## src/rtl/mips_exec_mem_stage.sv

```systemverilog
// Execute/memory slice of a single-cycle MIPS datapath: control decode, 32-bit ALU,
// word-addressed data memory and write-back/branch selection. Only memory writes are clocked.
module mips_exec_mem_stage #(
  parameter int DM_DEPTH  = 64,
  parameter int DM_ADDR_W = 6
) (
  input  logic        clk,
  input  logic        reset,
  input  logic [31:0] inst,
  input  logic [31:0] rs_data,
  input  logic [31:0] rt_data,
  output logic [31:0] alu_result,
  output logic        zero,
  output logic        reg_write,
  output logic [4:0]  write_reg,
  output logic [31:0] write_data,
  output logic [31:0] mem_rdata,
  output logic        pcsrc,
  output logic [31:0] branch_off
);

  localparam logic [5:0] OP_RTYPE = 6'h00;
  localparam logic [5:0] OP_LW    = 6'h23;
  localparam logic [5:0] OP_SW    = 6'h2B;
  localparam logic [5:0] OP_BEQ   = 6'h04;
  localparam logic [5:0] OP_ADDI  = 6'h08;

  localparam logic [5:0] FN_ADD = 6'h20;
  localparam logic [5:0] FN_SUB = 6'h22;
  localparam logic [5:0] FN_AND = 6'h24;
  localparam logic [5:0] FN_OR  = 6'h25;
  localparam logic [5:0] FN_SLT = 6'h2A;

  localparam logic [2:0] ALU_ADD = 3'b010;
  localparam logic [2:0] ALU_SUB = 3'b110;
  localparam logic [2:0] ALU_AND = 3'b000;
  localparam logic [2:0] ALU_OR  = 3'b001;
  localparam logic [2:0] ALU_SLT = 3'b111;

  logic [5:0]  op;
  logic [5:0]  funct;
  logic [31:0] imm;
  logic        regdst, alusrc, memread, memwrite, memtoreg, branch, dec_reg_write;
  logic [2:0]  aluop;
  logic [31:0] alu_b;
  logic [31:0] alu_y;
  logic [31:0] rdata_raw;
  logic [DM_ADDR_W-1:0] dm_idx;
  logic [31:0] dmem [DM_DEPTH];

  // The register-file read addresses are consumed outside this slice.
  logic unused_rs_field;
  assign unused_rs_field = ^inst[25:21];

  assign op         = inst[31:26];
  assign funct      = inst[5:0];
  assign imm        = {{16{inst[15]}}, inst[15:0]};
  assign branch_off = {imm[29:0], 2'b00};

  // NOTE: every signal gets a default before the case so no path leaves it unassigned (no latch).
  always_comb begin
    regdst        = 1'b0;
    alusrc        = 1'b0;
    memread       = 1'b0;
    memwrite      = 1'b0;
    memtoreg      = 1'b0;
    branch        = 1'b0;
    dec_reg_write = 1'b0;
    aluop         = ALU_ADD;
    unique case (op)
      OP_RTYPE: begin
        regdst        = 1'b1;
        dec_reg_write = 1'b1;
        unique case (funct)
          FN_ADD:  aluop = ALU_ADD;
          FN_SUB:  aluop = ALU_SUB;
          FN_AND:  aluop = ALU_AND;
          FN_OR:   aluop = ALU_OR;
          FN_SLT:  aluop = ALU_SLT;
          default: dec_reg_write = 1'b0;
        endcase
      end
      OP_LW: begin
        alusrc        = 1'b1;
        memread       = 1'b1;
        memtoreg      = 1'b1;
        dec_reg_write = 1'b1;
      end
      OP_SW: begin
        alusrc   = 1'b1;
        memwrite = 1'b1;
      end
      OP_BEQ: begin
        aluop  = ALU_SUB;
        branch = 1'b1;
      end
      OP_ADDI: begin
        alusrc        = 1'b1;
        dec_reg_write = 1'b1;
      end
      default: ;
    endcase
  end

  assign alu_b = alusrc ? imm : rt_data;

  always_comb begin
    alu_y = rs_data + alu_b;
    unique case (aluop)
      ALU_SUB: alu_y = rs_data - alu_b;
      ALU_AND: alu_y = rs_data & alu_b;
      ALU_OR:  alu_y = rs_data | alu_b;
      ALU_SLT: alu_y = {31'd0, $signed(rs_data) < $signed(alu_b)};
      default: alu_y = rs_data + alu_b;
    endcase
  end

  // Misaligned and out-of-range addresses fold onto a word slot.
  assign dm_idx    = alu_y[DM_ADDR_W+1:2];
  assign rdata_raw = dmem[dm_idx];

  // NOTE: the memory is built from resettable flops because reset must clear every word at once;
  // a RAM macro could not do this, so this array must stay small.
  // NOTE: sequential state uses non-blocking assignments so reads in the same edge see old values.
  always_ff @(posedge clk or negedge reset) begin
    if (!reset) begin
      for (int i = 0; i < DM_DEPTH; i++) dmem[i] <= '0;
    end else if (memwrite) begin
      dmem[dm_idx] <= rt_data;
    end
  end

  // Reset overrides the combinational outputs immediately, not at the next edge.
  assign alu_result = reset ? alu_y : '0;
  assign zero       = (alu_result == '0);
  assign reg_write  = reset & dec_reg_write;
  assign pcsrc      = reset & branch & zero;
  assign mem_rdata  = (reset && memread) ? rdata_raw : '0;
  assign write_data = memtoreg ? mem_rdata : alu_result;
  assign write_reg  = regdst ? inst[15:11] : inst[20:16];

endmodule

```

## config.mk

```make
export PLATFORM = sky130hd
export DESIGN_NAME = mips_exec_mem_stage
export DESIGN_NICKNAME = d
export VERILOG_FILES = /design/src/rtl/mips_exec_mem_stage.sv
export SDC_FILE = /design/constraint.sdc
export NUM_CORES = 2
export LEC_CHECK = 0
export BUFFER_PORTS_ARGS = -buffer_cell sky130_fd_sc_hd__buf_2
export CAP_MARGIN = 10
export CORE_MARGIN = 2
export CORE_UTILIZATION = 65
export CTS_CLUSTER_DIAMETER = 100
export DETAILED_ROUTE_END_ITERATION = 12
export PLACE_DENSITY_LB_ADDON = 0.1
export SYNTH_ARGS = -nofsm -noshare
export SYNTH_HDL_FRONTEND = slang
export SYNTH_SLANG_ARGS = --single-unit
```

## constraint.sdc

```tcl
create_clock -name clk -period 11.8 [get_ports clk]
set_input_delay 1.77 -clock clk [delete_from_list [all_inputs] [get_ports clk]]
set_output_delay 1.77 -clock clk [all_outputs]
set_load 0.05 [all_outputs]
```

==> summary.txt <==
maxcap violations -> 0
CORE AREA -> 155,700 um2
post-CTS setup buffers -> 0
Post-DRT Antenna Nets -> 0
H-tree depth -> 4
Post-CTS Resized -> 0
clock sink total -> 2,048
Biggest register -> dmem
Starting Density -> 65.25%
Die X -> 399.3 um
gr ovfl total -> 0
leakage -> 53.87 nW
setup TNS -> 0 ns
global-route wire length before repair -> 503.3 mm
1st-iter DRT viols -> 9,415
Largest regs -> dmem x2048
Critical Path RT -> 10.03 ns
cell area after synthesis -> 101,600 um2
share of layout cells above drive strength 1 -> 32.05%
average wire per cell in the routed design -> 30.04 um
# setup viols final -> 0
area delta synth->final -> 9.528%
sequential area share after synthesis -> 50.46%
Hold WC Path Type -> reg2reg
Total Nets Final -> 9,426
fin crit share -> 94.28%
Synth Flop Type -> dfrtp_1
max incr delay on CP -> 1.06 ns
dpl hpwl -> 208.4 mm
Final min period -> 11.12 ns
full die area -> 159,400 um2
Post-route DRC -> 0
power per cell area -> 153.8 nW/um2
#FFs+latches synth -> 2,048
crit-path max FO -> 18
Crit Path Category -> in2out
leading cell type in the layout, fill and taps excluded -> mux2_2
CP Cell Sequence -> buf_2, or2_2, nor2_1, and2_1, a21oi_4, nand2_1, o21ai_0, ha_1, inv_1, fa_1, xnor2_1, a221oi_1, mux2i_4, nor3_2, buf_4, nand3_1, nand4_1, nand4_1, nor4_1, o22ai_1, buf_2
FFs w/ async S/R, synth -> 100.0%
cts hold-fix bufs -> 0
total wire length -> 344.4 mm
endpoints failing hold -> 0
Least-Margin Pin Slew -> 1.445 ns
Mapped Cells -> 9,392
CTS tree -> yes
RSZ-0062 raised after global routing -> false
EDFF count, synth -> 0
Yosys Warn Count -> 0
Max Buffers Root-to-Sink -> 3
status -> completed
Crit-path slowest cell -> nor3_2
Clock Latency Late Sink -> 0.82 ns
Power Total -> 17.10 mW
First-pass DRT Iterations -> 8
commonest cells after routing, fill and taps aside -> mux2_2, dfrtp_1, nand2_1, nand3_1, buf_4
FF+latch area -> 51,250 um2
max reg flops -> 2,048
fmax -> 0.08989 GHz
synth unique cells -> 94
Die Y-Extent -> 399.3 um
Slew Viols, Final -> 0
fillers -> 11,151
routability cong. -> 0.9271
Critical Path Source Type -> input port
worst rel slew slack -> 2.304%
pre-CTS setup slack -> 1.111 ns
footprint of the multi-input gates -> 46,490 um2
all-layer global routing usage -> 43.02%
PortBufs -> 226
Vias/cell -> 6.778
Peak VDD IR -> 162.7 uV
antenna violations before repair -> 21
row cnt -> 145
Final WS setup -> 0.6755 ns
vias post-DR -> 77,706
Hold Slack -> 0.5029 ns
CP endpoint kind -> output port
Root Driver -> clkbuf_16
Final Skew -> 0 ns
clk slew on worst S/H paths -> 0.06 ns
number of global-route vias before repair -> 75,915
syn_area_per_cell -> 10.81 um2
IO Count -> 234
Inserted Clock Buffers -> 207
Data arrival, critical path -> 9.35 ns
largest net degree at the start of global routing -> 187
==> where the power goes <==
group          total [mW]  leakage [nW]  switching (mW)  internal, mW
sequential           7.23          28.6          0.0685          7.16
combinational        3.39          22.0            2.53         0.860
clock                6.49          3.31            2.84          3.65
==> cells in the mapped netlist, drive strengths merged, types with 11 or more instances <==
master   count  area [um2]
a2111oi     18       158.9
a211o       17       148.9
a211oi      35       262.8
a21o        35       262.8
a21oi      207        1047
a22oi       11       82.58
a311oi      67       586.8
a31oi      167        1045
a32oi      112       980.9
and3       131       819.5
buf        498        2521
clkbuf     389        1460
dfrtp     2048       51250
ha          96        1201
inv        109       409.1
mux2      2064       23240
mux2i      140        1401
nand2     1941        7286
nand3      657        3288
nand4       23       150.1
nor2       160       615.6
nor3        57       305.3
nor4        47       334.1
o211ai      24       180.2
o21ai       80       404.1
o21bai      17       127.6
o221ai      14       140.1
o22ai       25       162.6
o31ai       18       135.1
or3         13       81.33
xnor2       25       219.0
==> final timing paths <==
check	from	to	slack (ns)	depth (start not counted)
hold reg to reg	dmem[372]	dmem[372]	0.50	1
setup reg to reg	dmem[1052]	dmem[1052]	10.99	1
max in group asynchronous	reset	dmem[837]	5.96	6
setup / recovery	inst[28]	write_data[30]	0.68	21
hold / removal	dmem[372]	dmem[372]	0.50	1
min in group asynchronous	reset	dmem[146]	0.94	1
==> cells by family after synthesis <==
group / after synthesis / share of synthesized area, %
simple gates: 3094 / 13.15
xor+xnor: 30 / 0.2587
flops: 2048 / 50.46
compound gates: 919 / 6.306
fa+ha+maj: 98 / 1.222
buf+inv: 998 / 4.330
mux: 2204 / 24.26
other cells: 1 / 0.003692
==> cell type report <==
type | instances | area share [%]
Sequential cell | 2048 | 46.07
Multi-Input combinational cell | 6347 | 41.79
Clock buffer | 329 | 5.609
Timing Repair Buffer | 515 | 3.408
Tap cell | 2058 | 2.315
Clock inverter | 47 | 0.4128
Inverter | 111 | 0.3746
Antenna cell | 9 | 0.02025
==> layer usage <==
layer	global-route usage, %	share of wire (%)
met1	57.64	38
met2	64.06	44
met3	11.57	11
met4	23.36	6.3
met5	0	0.043
==> through the flow <==
| step | instance area, um2 | util (%) | std cells |
|---|---|---|---|
| floorplan | 101600 | - | 9393 |
| global placement | 104500 | 67.14 | 11078 |
| detailed placement | 104500 | 67.14 | 11078 |
| CTS | 111200 | 71.44 | 11454 |
| global route | 111200 | 71.45 | 11455 |
| finish | 111200 | 71.46 | 11464 |
==> critical path, delay by kind of cell <==
family	cells	cell delay, ns
xor+xnor	1	0.15
simple gates	9	3.70
fa+ha+maj	2	0.72
compound gates	4	1.60
buf+inv	4	1.07
mux	1	0.30
Note: power is estimated with default switching activity, not from simulation.
